[config.mk]
export PLATFORM = sky130hd
export DESIGN_NAME = ascon_hash_deser
export DESIGN_NICKNAME = d
export VERILOG_FILES = /design/src/rtl/ascon_hash_deser.sv
export SDC_FILE = /design/constraint.sdc
export NUM_CORES = 1
export LEC_CHECK = 0
export BUFFER_PORTS_ARGS = -buffer_cell sky130_fd_sc_hd__buf_2
export CAP_MARGIN = 30
export CORE_MARGIN = 2
export CORE_UTILIZATION = 54
export CTS_BUF_LIST = sky130_fd_sc_hd__clkbuf_2
export DETAILED_ROUTE_END_ITERATION = 10
export PLACE_DENSITY = 0.81
export SYNTH_ARGS = -nofsm -noshare
export SYNTH_HDL_FRONTEND = slang
export SYNTH_SLANG_ARGS = --single-unit
[constraint.sdc]
create_clock -name clk -period 2.1 [get_ports clk]
set_clock_uncertainty 0.2 [all_clocks]
set_input_delay 0.21 -clock clk [delete_from_list [all_inputs] [get_ports clk]]
set_output_delay 0.21 -clock clk [all_outputs]
set_load 0.005 [all_outputs]
[src/rtl/ascon_hash_deser.sv]
// ascon_hash_deser: collects the bit-serial Ascon digest (LSB first) after the
// core's ready level rises, rebuilds the L-bit digest in parallel and presents
// it with a valid/ack handshake. A ready drop mid-capture aborts the capture
// and sets a sticky error flag.
//
// Parameters: L (digest bits, >= 2), SKIP (cycles from the first ready=1
//   sample to bit 0; the arm cycle itself counts as the first skip cycle),
//   CW (counter width, 2**CW > L and 2**CW > SKIP).
// Ports:
//   clk, rst          clock (rising edge), async active-low reset
//   hash_bitxSI       serial digest bit from the core
//   hash_readyxSI     core ready level
//   digest_ackxSI     consumer accepts the held digest
//   digestxDO         assembled digest, bit k = k-th serial bit
//   digest_validxSO   digest held stable until acked
//   busyxSO           capture in progress (ALIGN or SHIFT)
//   errorxSO          sticky: last capture aborted
// Optional feature (macro ASCON_DESER_CMP_EN): adds exp_digestxDI and
//   matchxSO, a known-answer compare registered together with the valid rise.
module ascon_hash_deser #(
  parameter int unsigned L    = 256,
  parameter int unsigned SKIP = 1,
  parameter int unsigned CW   = 9
) (
  input  logic         clk,
  input  logic         rst,
  input  logic         hash_bitxSI,
  input  logic         hash_readyxSI,
  input  logic         digest_ackxSI,
`ifdef ASCON_DESER_CMP_EN
  input  logic [L-1:0] exp_digestxDI,
  output logic         matchxSO,
`endif
  output logic [L-1:0] digestxDO,
  output logic         digest_validxSO,
  output logic         busyxSO,
  output logic         errorxSO
);

  typedef enum logic [2:0] {
    S_IDLE,
    S_ALIGN,
    S_SHIFT,
    S_HOLD,
    S_WAITLOW
  } state_e;

  localparam logic [CW-1:0] LastBit   = CW'(L - 1);
  // ALIGN covers the skip cycles remaining after the arm cycle
  localparam logic [CW-1:0] AlignLast = CW'(SKIP - 2);

  state_e        state_q, state_d;
  logic [CW-1:0] cnt_q, cnt_d;
  logic [L-1:0]  shift_q, shift_d;
  logic [L-1:0]  digest_q, digest_d;
  logic          valid_q, valid_d;
  logic          busy_q, busy_d;
  logic          error_q, error_d;
  logic          ready_q;
  logic          arm;
  logic [L-1:0]  shifted;
`ifdef ASCON_DESER_CMP_EN
  logic          match_q, match_d;
`endif

  assign arm     = hash_readyxSI & ~ready_q;
  assign shifted = {hash_bitxSI, shift_q[L-1:1]};

  // Next-state and datapath control
  always_comb begin
    state_d  = state_q;
    cnt_d    = cnt_q;
    shift_d  = shift_q;
    digest_d = digest_q;
    valid_d  = valid_q;
    error_d  = error_q;
`ifdef ASCON_DESER_CMP_EN
    match_d  = match_q;
`endif
    unique case (state_q)
      S_IDLE: begin
        if (arm) begin
          error_d = 1'b0;
          cnt_d   = '0;
          if (SKIP == 0) begin
            // bit 0 arrives together with the ready rise
            shift_d = shifted;
            cnt_d   = CW'(1);
            state_d = S_SHIFT;
          end else if (SKIP == 1) begin
            state_d = S_SHIFT;
          end else begin
            state_d = S_ALIGN;
          end
        end
      end
      S_ALIGN: begin
        if (!hash_readyxSI) begin
          error_d = 1'b1;
          state_d = S_IDLE;
        end else if (cnt_q == AlignLast) begin
          cnt_d   = '0;
          state_d = S_SHIFT;
        end else begin
          cnt_d = cnt_q + CW'(1);
        end
      end
      S_SHIFT: begin
        if (!hash_readyxSI) begin
          // truncated digest: keep the previous result, drop partial bits
          error_d = 1'b1;
          state_d = S_IDLE;
        end else begin
          shift_d = shifted;
          if (cnt_q == LastBit) begin
            digest_d = shifted;
            valid_d  = 1'b1;
`ifdef ASCON_DESER_CMP_EN
            match_d  = (shifted == exp_digestxDI);
`endif
            state_d  = S_HOLD;
          end else begin
            cnt_d = cnt_q + CW'(1);
          end
        end
      end
      S_HOLD: begin
        if (digest_ackxSI) begin
          valid_d = 1'b0;
`ifdef ASCON_DESER_CMP_EN
          match_d = 1'b0;
`endif
          state_d = hash_readyxSI ? S_WAITLOW : S_IDLE;
        end
      end
      S_WAITLOW: begin
        // ready is a level; wait for it to drop before re-arming
        if (!hash_readyxSI) state_d = S_IDLE;
      end
      default: state_d = S_IDLE;
    endcase
    busy_d = (state_d == S_ALIGN) || (state_d == S_SHIFT);
  end

  // State and output registers
  always_ff @(posedge clk or negedge rst) begin
    if (!rst) begin
      state_q  <= S_IDLE;
      cnt_q    <= '0;
      shift_q  <= '0;
      digest_q <= '0;
      valid_q  <= 1'b0;
      busy_q   <= 1'b0;
      error_q  <= 1'b0;
      ready_q  <= 1'b0;
`ifdef ASCON_DESER_CMP_EN
      match_q  <= 1'b0;
`endif
    end else begin
      state_q  <= state_d;
      cnt_q    <= cnt_d;
      shift_q  <= shift_d;
      digest_q <= digest_d;
      valid_q  <= valid_d;
      busy_q   <= busy_d;
      error_q  <= error_d;
      ready_q  <= hash_readyxSI;
`ifdef ASCON_DESER_CMP_EN
      match_q  <= match_d;
`endif
    end
  end

  assign digestxDO       = digest_q;
  assign digest_validxSO = valid_q;
  assign busyxSO         = busy_q;
  assign errorxSO        = error_q;
`ifdef ASCON_DESER_CMP_EN
  assign matchxSO        = match_q;
`endif

endmodule
==> results.md, run 1 <==
- R2R setup slack: -0.15 ns
- Synth Area in Simple Gates: under 10%
- Post-route clock period utilization: 107%
- Fin nets: 1793
- Synth Area in Adders: 0.179%
- Die Area: between 0.04 and 0.05 mm^2
- Worst path max stage delay: ~0.41 ns
- Unrepaired setup endpoints after global routing: yes
- Gpl congestion: between 0.8 and 0.9
- Area of the multi-input gates: 0.00722 mm^2
- Crit path max fanout: 14
- Share of the synthesized area in the top cell type: 62.9%
- Avg WL per Cell: 17.6 um
- Reg2reg path depth: 8
- Cell taking the most area after synthesis: dfrtp_1
- Dpl cells: 1963
- VDD IR-drop max: 0.521 mV
- Residual DRC: 0
- Fmax: 445 MHz
- Max Slew Vio Count: 0
- Hold Path Class: in -> reg
- Total GRT Usage: 21.2%
- CP endpoint kind: flip-flop
- CP Class: reg -> reg
- Synth Area in XOR/XNOR: 0.0418%
- Largest net degree at the start of global routing: 62
- Post-DRT Antenna Nets: 0
- CTS max path bufs: 3
- Maxcap violations: 0
- Worst path cell trace: ha_4, nand3_4, nor3_4, ha_2, nand2_8, buf_4, buf_4, mux2_4
- Dpl ws: -0.272 ns
- Number of global-route vias before repair: 13100
- Mux share of post-synthesis cell area: 31.7%
- Post-route insts no fill: 2394
- Die X: 201 um
- Crit path top cell by count: buf_4
- Avg Inst Size Synth: 17.9 um^2
- Total power draw: 18.1 mW
- Seq. cell area: ~0.013 mm^2
- Synth-to-Final Area Change: 24.2%
- Pwr Density: ~690 mW/mm^2
- Hold Path End: digestxDO[255]$_DFFE_PN0P_
- Fill count: around 2600
- Share of cells above drive strength 1: 67.5%
- DRT iter0 DRCs: 445
- Clock sink count: roughly 530
- Synth top area cells: dfrtp_1, mux2_4, mux2_2
- DRT Pass-1 Iters: 4
- Transition time of the tightest slew-check pin: around 0.6 ns
- Rel. slew slack: 59.0%
- Syn Nets: 1181
- Complex-gate fraction of the synthesized area: 0.650%
- Synth warn: 0
- Fin. Hold Viols: 0
- Hold Crit Start: hash_bitxSI
- Worst reg2reg path startpoint: cnt_q[0]$_DFFE_PN0P_
- CTS tree: done
- I/O pin cnt: 264
- Routed WL: 42.2 mm
- H-tree level count: 4
- Post-Place Cell Area: 0.0232 mm^2
- Core Footprint: 0.0385 mm^2
- Initial antenna violation count: 1
- Worst hold path depth: 4
- Crit path required time: 2.82 ns
- Minimum clock period: 2.25 ns
- Final instance area: between 0.02 and 0.03 mm^2
- First-pass GRT wire length: 68.9 mm
- Critical Path AT: approximately 3 ns
- TritonCTS Buffers: 134
- Port Buffers: approximately 260
- Lkg Pwr: around 15 nW
- Finish-stage setup viols: 176
- Largest family of logic cells by synthesized area: multiplexers
- Clock latency on the worst-skew pair: 1.09 ns
- Remaining Overflow, GRT: 0
- CP startpoint kind: flip-flop
- R2R Path End: digestxDO[187]$_DFFE_PN0P_
- Failing checks: negative setup slack
- Fin util: ~68%
- Synth Instances: 1173
- Clock Pin Slew Worst Setup and Hold Paths: 0.10 ns
- Post-synthesis sequential area ratio: 62.9%
- DIE HEIGHT: 201 um
- Mapped Area: 0.0210 mm^2
- CP max stage cell: dfrtp_1
- Worst setup margin: -0.150 ns
- Final HPWL DP: 26.1 mm
- Cell Rows: 72
- Vias/cell: roughly 5.0
- Post-synthesis cell type count: 38
- Synthesis-stage register bit count: 527
- Vias: 11900
- Status: complete, but fails checks
- Clock Root Buffer: clkbuf_2
- Starting Density: 54.5%
per-layer routing:
layer	up-vias	share of wire (%)	routed length, um	track usage [%]
li1	5462	-	-	-
met1	6083	41	17500	26.5
met2	283	50	21200	34.3
met3	75	6.2	2610	7.00
met4	0	2.2	911	8.47
met5	-	0	0	0
worst max-delay path, delay by kind of cell (launching register included):
| family | cells | cell delay (ns) |
|---|---|---|
| flip-flops | 1 | 0.41 |
| adder cells (fa/ha/maj) | 2 | 0.43 |
| multiplexers | 1 | 0.29 |
| AND/OR/NAND/NOR | 3 | 0.38 |
| buffers and inverters | 2 | 0.38 |
metrics by stage:
step	TNS [ns]	hold WS, ns
after floorplan	-0.0490	-0.286
after global placement	-19.73	-0.0104
after detailed placement	-31.16	-0.00858
after CTS	-19.22	0.125
after global routing	-48.22	0.185
final	-12.79	0.268
power by group:
part	internal [mW]	switching, mW
registers	10.3	0.0903
clock network	2.84	4.10
logic	0.347	0.450
registers in the layout (all words and copies together) (netlist names):
register         cells
ready_q              1
state_q              3
cnt_q                9
digestxDO          256
busyxSO              1
shift_q            255
errorxSO             1
digest_validxSO      1
cells in the final DEF (no fill, tap or decap), drive strengths merged, types with 2 or more instances in the layout:
| cell type | n |
|---|---|
| bufinv | 3 |
| dfrtp | 527 |
| nand3 | 3 |
| dlygate4sd3 | 9 |
| o21ai | 6 |
| and3 | 4 |
| clkbuf | 195 |
| nand2 | 13 |
| nand2b | 8 |
| a21oi | 2 |
| nor2 | 5 |
| inv | 8 |
| a221o | 2 |
| mux2 | 512 |
| buf | 526 |
| mux2i | 3 |
| nor2b | 5 |
| o22ai | 2 |
| clkinvlp | 4 |
| ha | 3 |
| or4b | 2 |
| clkinv | 18 |
final cells by class:
cell class | instances | share of cell area (%)
repair buffers | 535 | 14.6
well taps | 518 | 2.49
flip-flops and latches | 527 | 50.6
clock buffers | 195 | 3.75
multi-input cells | 585 | 27.7
clock inverters | 31 | 0.836
inverters | 2 | 0.0288
diodes | 1 | 0.00961
synthesized netlist by cell type:
cell and number:
a21oi_1 2, mux2i_1 3, o31ai_1 1, o22a_1 1, and3b_1 1, or4b_1 1, ha_1 3, nand4_1 1
a221o_1 2, dfrtp_1 527, buf_12 22, nor2b_1 4, o211ai_1 1, nand2_4 1, and3_1 4, xnor2_1 1
a32oi_1 1, nand2b_1 8, o41ai_1 1, inv_1 2, buf_6 8, or2_2 1, and2_1 1, buf_2 29
or4_1 1, mux2_2 283, o22ai_1 2, o21ai_0 6, nor3_1 1, mux2_4 229, clkbuf_1 1, nand2_1 12
nor2b_4 1, o311ai_0 1, a211oi_1 1, a31oi_1 1, nor2_1 5, nand3_1 3
cells by family after synthesis:
family                   after synthesis
AO/OA/AOI/OAI                         20
AND/OR/NAND/NOR                       45
multiplexers                         515
XOR/XNOR                               1
adder cells (fa/ha/maj)                3
flip-flops                           527
buffers and inverters                 62
worst max path at each step:
stage	slack, ns	startpoint	end
2_1_floorplan	-0.05	cnt_q[0]$_DFFE_PN0P_	cnt_q[7]$_DFFE_PN0P_
3_3_place_gp	-0.23	cnt_q[1]$_DFFE_PN0P_	cnt_q[7]$_DFFE_PN0P_
3_5_place_dp	-0.27	cnt_q[1]$_DFFE_PN0P_	cnt_q[7]$_DFFE_PN0P_
4_1_cts	-0.13	cnt_q[0]$_DFFE_PN0P_	digestxDO[187]$_DFFE_PN0P_
5_1_grt	-0.26	cnt_q[0]$_DFFE_PN0P_	digestxDO[177]$_DFFE_PN0P_
6_report	-0.15	cnt_q[0]$_DFFE_PN0P_	digestxDO[187]$_DFFE_PN0P_
repair_timing:
item,in CTS,in global routing
hold buffers,9,0
setup endpoints to repair,503,557
pin swaps,3,0
gates resized for setup,19,8
endpoints found under the hold margin,1048,0
buffers inserted,154,40
gates cloned,1,0
Note: power is estimated with default switching activity, not from simulation.
==> run 2: changes to the inputs <==
--- a/config.mk
+++ b/config.mk
@@ -5,6 +5,7 @@
 export SDC_FILE = /design/constraint.sdc
 export NUM_CORES = 1
 export LEC_CHECK = 0
+export ABC_AREA = 1
 export BUFFER_PORTS_ARGS = -buffer_cell sky130_fd_sc_hd__buf_2
 export CAP_MARGIN = 30
 export CORE_MARGIN = 2
==> results.md, run 2 <==
- Synth top area cells: dfrtp_1, nand2_1, mux2_2
- Residual DRC: 0 (unchanged)
- Die X: 196 um (-2.4%)
- Avg Inst Size Synth: 11.0 um^2 (-38%)
- Rel. slew slack: 61.5% (+2.4 points)
- Synthesis-stage register bit count: 527 (unchanged)
- Max Slew Vio Count: 0 (unchanged)
- Post-synthesis sequential area ratio: 66.1% (+3.2 points)
- DIE HEIGHT: 196 um (-2.4%)
- Routed WL: 42.3 mm (+0.30%)
- Status: complete, but fails checks
- Synth Instances: 1808 (+54%)
- Critical Path AT: 2.97 ns (about the same)
- Fmax: 435 MHz (-2.2%)
- Post-route clock period utilization: 110% (+2.5 points)
- Hold Path End: shift_q[242]$_DFFE_PN0P_
- Mapped Area: 0.0200 mm^2 (-4.8%)
- DRT iter0 DRCs: 781 (+76%)
- CTS max path bufs: 3 (unchanged)
- Net Sw Power: 5.06 mW (+9.0%)
- Cell Rows: 70 (-2.8%)
- CP Class: reg -> reg
- Part of the power in the clock network: 34.7% (-3.7 points)
- Crit path max fanout: 32 (+18)
- Finish-stage setup viols: 318 (+81%)
- Vias: 14000 (+18%)
- Transition time of the tightest slew-check pin: 0.578 ns (-0.0364 ns)
- Avg WL per Cell: 15.3 um (-13%)
- Crit path required time: 2.76 ns (-0.06 ns)
- Die Area: 0.0385 mm^2 (-4.7%)
- Main flop type after synthesis: dfrtp_1
- Most common cell in the netlist: nand2_1
- Synth-to-Final Area Change: 19.7%
- Most frequent cells in the layout: nand2_1, dfrtp_1, buf_2
- CP startpoint kind: flip-flop
- Post-DRT Antenna Nets: 0 (unchanged)
- Lkg Pwr: 13.8 nW (-9.2%)
- Clock Pin Slew Worst Setup and Hold Paths: 0.10 ns (about the same)
- Dpl ws: -0.252 ns (+0.0194 ns)
- Sw frac: 26.4% (+0.76 points)
- Core Footprint: 0.0365 mm^2 (-5.1%)
- Worst setup margin: -0.201 ns (-0.0515 ns)
- Clock sink count: 527 (unchanged)
- Flop pwr share: 57.8% (+0.6 points)
- Port Buffers: 263 (unchanged)
- VDD IR-drop max: 0.513 mV (-1.7%)
- Post-synth EDFFs: 0 (unchanged)
- Total power draw: 19.1 mW (+5.8%)
- Hold Crit Start: shift_q[243]$_DFFE_PN0P_
- Number of global-route vias before repair: 14300 (+8.8%)
- Commonest cells in the netlist: nand2_1, dfrtp_1, mux2_2
- Largest net degree at the start of global routing: 73 (+18%)
- Cell taking the most area after synthesis: dfrtp_1
- Fin nets: 2223 (+24%)
- CTS tree: done
- DRT Pass-1 Iters: 6 (+2)
- R2R setup slack: -0.20 ns (-0.05 ns)
- Worst reg2reg path startpoint: cnt_q[1]$_DFFE_PN0P_
- Initial antenna violation count: 1 (unchanged)
- Post-synthesis cell type count: 28 (-26%)
- I/O pin cnt: 264 (unchanged)
- Synth warn: 0 (unchanged)
- Maxcap violations: 0 (unchanged)
- CP endpoint kind: flip-flop
- H-tree level count: 4 (unchanged)
- Final HPWL DP: 27.5 mm (+5.0%)
- Commonest non-fill, non-tap cell in the layout: nand2_1
- Worst hold path depth: 2 (-2)
- Internal Pwr Total: 14.1 mW (+4.8%)
- Hold Path Class: reg -> reg
- Pwr Density: 801 mW/mm^2 (+15%)
- R2R Path End: digestxDO[56]$_DFFE_PN0P_
- Syn Nets: 1816 (+54%)
- Ys async rst share: 100% (unchanged)
- Failing checks: negative setup slack
- Clock latency on the worst-skew pair: 1.04 ns (-0.05 ns)
- Max FFs per register: 256 (unchanged)
- Starting Density: 54.7% (+0.15 points)
- Share of the synthesized area in the top cell type: 66.1% (+3.2 points)
- Share of cells above drive strength 1: 29.7% (-38 points)
- Gpl congestion: 0.854 (+6.1%)
- Clock Root Buffer: clkbuf_2
- First-pass GRT wire length: 69.2 mm (+0.37%)
- Comb power frac: 7.5% (+3.1 points)
- Unrepaired setup endpoints after global routing: yes
- Remaining Overflow, GRT: 0 (unchanged)
- Minimum clock period: 2.30 ns (+0.0515 ns)
- Fin. Hold Viols: 0 (unchanged)
- TritonCTS Buffers: 131 (-2.2%)
- Vias/cell: 5.07 (+2.0%)
- Total GRT Usage: 22.1% (+0.95 points)
- Reg2reg path depth: 13 (+5)
-- run 2: cell types whose count changed after synthesis, moves of 7 or more --
| cell | change |
|---|---|
| buf_2 | +24 |
| mux2_2 | -179 |
| o21ai_1 | +17 |
| inv_1 | +64 |
| clkbuf_1 | +17 |
| nand3_1 | +7 |
| mux2_1 | +100 |
| nand2b_1 | -8 |
| nand2_1 | +753 |
| buf_12 | -22 |
| o21ai_0 | +83 |
| mux2_4 | -229 |
-- run 2: cell type report --
class | instances | area, um^2
Clock buffer | 183 | 916
Antenna cell | 2 | 5.00
Timing Repair Buffer | 363 | 2640
Inverter | 70 | 280
Tap cell | 468 | 586
Sequential cell | 527 | 13200
Clock inverter | 24 | 198
Multi-Input combinational cell | 1122 | 6070
Fill cell | 2727 | 12600
-- run 2: per-layer routing --
metal  track usage [%]  vias up  wire length [um]
met5                 0        -                 0
met3              7.13       83              3010
met2              34.5      391             20100
li1                  -     6627                 -
met1              29.0     6889             18200
met4              9.03        0               990
-- run 2: cells by family after synthesis --
kind of cell / after synthesis / synth area share (%)
AO/OA/AOI/OAI: 116 / 3.00
XOR/XNOR: 1 / 0.0439
adder cells (fa/ha/maj): 3 / 0.188
buffers and inverters: 159 / 3.89
flip-flops: 527 / 66.1
multiplexers: 204 / 11.5
AND/OR/NAND/NOR: 798 / 15.3
-- run 2: worst max path at each step --
stage,startpoint,endpoint,cells past startpoint
after global placement,cnt_q[0]$_DFFE_PN0P_,cnt_q[6]$_DFFE_PN0P_,14
after detailed placement,cnt_q[1]$_DFFE_PN0P_,cnt_q[6]$_DFFE_PN0P_,14
after floorplan,cnt_q[0]$_DFFE_PN0P_,digestxDO[10]$_DFFE_PN0P_,13
final,cnt_q[1]$_DFFE_PN0P_,digestxDO[56]$_DFFE_PN0P_,13
after CTS,cnt_q[0]$_DFFE_PN0P_,digestxDO[215]$_DFFE_PN0P_,13
after global routing,cnt_q[0]$_DFFE_PN0P_,digestxDO[215]$_DFFE_PN0P_,13
-- run 2: per-stage QoR --
step	cells	utilization, %	hold WS, ns	setup TNS [ns]	cell area (um^2)
after global placement	2523	61.1	0.00942	-30.10	22300
final	2759	65.4	0.225	-38.56	23900
after detailed placement	2523	61.1	0.00643	-48.61	22300
after global routing	2759	65.4	0.212	-90.13	23900
after floorplan	1808	-	-0.286	-26.99	20100
after CTS	2750	64.9	0.159	-39.89	23700
-- run 2: power by group through the flow --
stage	logic, mW	clock network [mW]	registers, mW
floorplan	0.798	0	11.2
global placement	1.34	0	11.2
detailed placement	1.41	0	11.2
CTS	1.44	6.89	11.1
global route	1.65	7.40	11.1
finish	1.43	6.64	11.1
-- run 2: repair_timing --
item	CTS	global route
setup buffers	11	3
hold buffers	9	0
pin swaps	2	2
endpoints found under the setup margin	305	557
gates cloned	1	5
resized for setup	20	21
endpoints found under the hold margin	1054	0
-- run 2: worst max-delay path, cell delays in order, from the launching register on --
cell and delay (ns):
dfrtp_1 0.37, ha_2 0.19, nand3_2 0.07, nor2_2 0.10, nand3_2 0.08, nor2_2 0.11
ha_2 0.21, nand3_4 0.09, nor2_4 0.14, buf_12 0.15, inv_12 0.09, buf_12 0.18
nand2_1 0.08, nand2_1 0.07
==> run 3: changes to the inputs <==
--- a/config.mk
+++ b/config.mk
@@ -12,7 +12,7 @@
 export CORE_UTILIZATION = 54
 export CTS_BUF_LIST = sky130_fd_sc_hd__clkbuf_2
 export DETAILED_ROUTE_END_ITERATION = 10
-export PLACE_DENSITY = 0.81
+export PLACE_DENSITY = 0.78
 export SYNTH_ARGS = -nofsm -noshare
 export SYNTH_HDL_FRONTEND = slang
 export SYNTH_SLANG_ARGS = --single-unit
==> results.md, run 3 (synthesis gave the netlist of run 2 again) <==
- Status: complete, but fails checks
- Failing checks: negative setup slack
- Critical Path AT: 3.19 ns (+0.22 ns)
- CP startpoint kind: flip-flop
- Minimum clock period: 2.45 ns (+0.150 ns)
- Transition time of the tightest slew-check pin: 0.580 ns (+0.00220 ns)
- Post-route insts no fill: 2776 (+0.62%)
- Reg2reg path depth: 13 (unchanged)
- Final HPWL DP: 27.8 mm (+1.3%)
- Fin util: 65.6% (+0.17 points)
- CP endpoint kind: flip-flop
- Fin nets: 2233 (+0.45%)
- Post-route clock period utilization: 117% (+7.2 points)
- Hold Path Class: reg -> reg
- Crit path required time: 2.84 ns (+0.08 ns)
- Die X: 196 um (unchanged)
- Lkg Pwr: 13.8 nW (+0.24%)
- Hold WS: 0.259 ns (+0.0340 ns)
- Remaining Overflow, GRT: 0 (unchanged)
- H-tree level count: 4 (unchanged)
- Clock sink count: 527 (unchanged)
- Dpl cells: 2535 (+0.48%)
- Avg WL per Cell: 15.5 um (+1.1%)
- Crit path max fanout: 26 (-19%)
- Initial antenna violation count: 1 (unchanged)
- Share of cells above drive strength 1: 29.5% (-0.22 points)
- Worst path max stage delay: 0.36 ns (about the same)
- CP max stage cell: dfrtp_1
- Starting Density: 54.7% (unchanged)
- Most frequent cells in the layout: nand2_1, dfrtp_1, buf_2
- VDD IR-drop max: 0.457 mV (-11%)
- Commonest non-fill, non-tap cell in the layout: nand2_1
- Die Area: 0.0385 mm^2 (unchanged)
- Dpl ws: -0.300 ns (-0.0472 ns)
- Max Slew Vio Count: 0 (unchanged)
- Residual DRC: 0 (unchanged)
- Hold Crit Start: shift_q[233]$_DFFE_PN0P_
- Finish-stage setup viols: 274 (-14%)
- Pwr Density: 793 mW/mm^2 (-1.0%)
- Gpl congestion: 0.829 (-3.0%)
- Clock Root Buffer: clkbuf_2
- Clock Pin Slew Worst Setup and Hold Paths: 0.10 ns (about the same)
- R2R setup slack: -0.35 ns (-0.15 ns)
- Max FFs per register: 256 (unchanged)
- Total GRT Usage: 22.8% (+0.66 points)
- Fill count: 2778 (+1.9%)
- Crit path max-delay family: simple AND/OR/NAND/NOR gates
- Largest net degree at the start of global routing: 87 (+19%)
- Worst setup margin: -0.351 ns (-0.150 ns)
- CP Class: reg -> reg
- DRT Pass-1 Iters: 5 (-1)
- Rel. slew slack: 61.3% (-0.15 points)
- Port Buffers: 263 (unchanged)
- Number of global-route vias before repair: 14500 (+1.3%)
- Total power draw: 19.0 mW (-0.75%)
- Vias/cell: 5.09 (+0.41%)
- Core Footprint: 0.0365 mm^2 (unchanged)
- Worst reg2reg path startpoint: cnt_q[1]$_DFFE_PN0P_
- Fin. Hold Viols: 0 (unchanged)
- CTS tree: done
- Worst path cell trace: ha_2, nand3_2, nor2_1, nand3_1, nor2_2, ha_2, nand3_4, nor2_4, buf_12, buf_16, buf_16, nand2_1, nand2_1
- Post-DRT Antenna Nets: 0 (unchanged)
- Setup crit start: cnt_q[1]$_DFFE_PN0P_
- First-pass GRT wire length: 70.8 mm (+2.4%)
- CTS max path bufs: 3 (unchanged)
- DIE HEIGHT: 196 um (unchanged)
- Buf+Inv Stages, Crit Path: 3 (unchanged)
- Cell Rows: 70 (unchanged)
- Clock latency on the worst-skew pair: 1.02 ns (-0.02 ns)
- Fmax: 408 MHz (-6.1%)
- Crit path depth: 13 (unchanged)
- Synth-to-Final Area Change: 20.0%
- Routed WL: 43.1 mm (+1.7%)
- DRT iter0 DRCs: 870 (+11%)
- Worst hold path depth: 2 (unchanged)
- TritonCTS Buffers: 131 (unchanged)
- I/O pin cnt: 264 (unchanged)
- Maxcap violations: 0 (unchanged)
- Vias: 14100 (+1.0%)
- Unrepaired setup endpoints after global routing: yes
## run 3: cell types whose count changed in the layout (fill, tap and decap cells not counted), sizes merged
cell	previous run	this run
buf	350	359
bufbuf	0	1
bufinv	4	3
clkbuf	187	182
clkinv	13	26
clkinvlp	0	2
inv	77	75
## run 3: report_power, final
group	internal, mW	switching [mW]
clock network	2.65	3.87
registers	10.7	0.353
logic	0.559	0.852
## run 3: path summary, 6_finish.rpt
check / to
min reg2reg: shift_q[232]$_DFFE_PN0P_
max in group asynchronous: digestxDO[21]$_DFFE_PN0P_
max reg2reg: digestxDO[84]$_DFFE_PN0P_
min: shift_q[232]$_DFFE_PN0P_
max: digestxDO[84]$_DFFE_PN0P_
min in group asynchronous: shift_q[159]$_DFFE_PN0P_
## run 3: final cells by class
type | instances | area, um^2 | share of cell area [%]
timing repair inverter | 1 | 6.26 | 0.0261
clock inverter | 35 | 220 | 0.919
clock buffer | 179 | 896 | 3.74
tap | 468 | 586 | 2.44
multi-input combinational | 1122 | 6060 | 25.3
antenna | 2 | 5.00 | 0.0209
sequential | 527 | 13200 | 55.1
inverter | 70 | 275 | 1.15
timing repair buffer | 372 | 2720 | 11.3
## run 3: worst register-to-register path: cells and delay by family, from the launching register on
kind | cells | cell delay [ns]
simple gates | 8 | 0.90
buf+inv | 3 | 0.55
fa+ha+maj | 2 | 0.40
flops | 1 | 0.36
## run 3: timing repair
item,CTS,global route
hold buffers,10,0
setup endpoints to repair,351,450
resized for setup,7,23
buffers inserted,5,4
cloned,3,4
pin swaps,1,10
endpoints found under the hold margin,1053,0
## run 3: layer usage
metal / wire length (um) / GRT usage, % / up-vias / part of all wire, %
met5: 0 / 0 / - / 0
met3: 2760 / 5.57 / 69 / 6.4
met2: 20500 / 35.5 / 408 / 48
met1: 19000 / 31.3 / 7008 / 44
met4: 857 / 8.87 / 0 / 2.0
li1: - / - / 6649 / -
## run 3: metrics by stage
stage	instance area [um^2]	TNS [ns]
2_1_floorplan	20100	-26.99
3_3_place_gp	22400	-48.28
3_5_place_dp	22400	-65.01
4_1_cts	23800	-49.59
5_1_grt	24000	-122.83
6_report	24000	-69.39
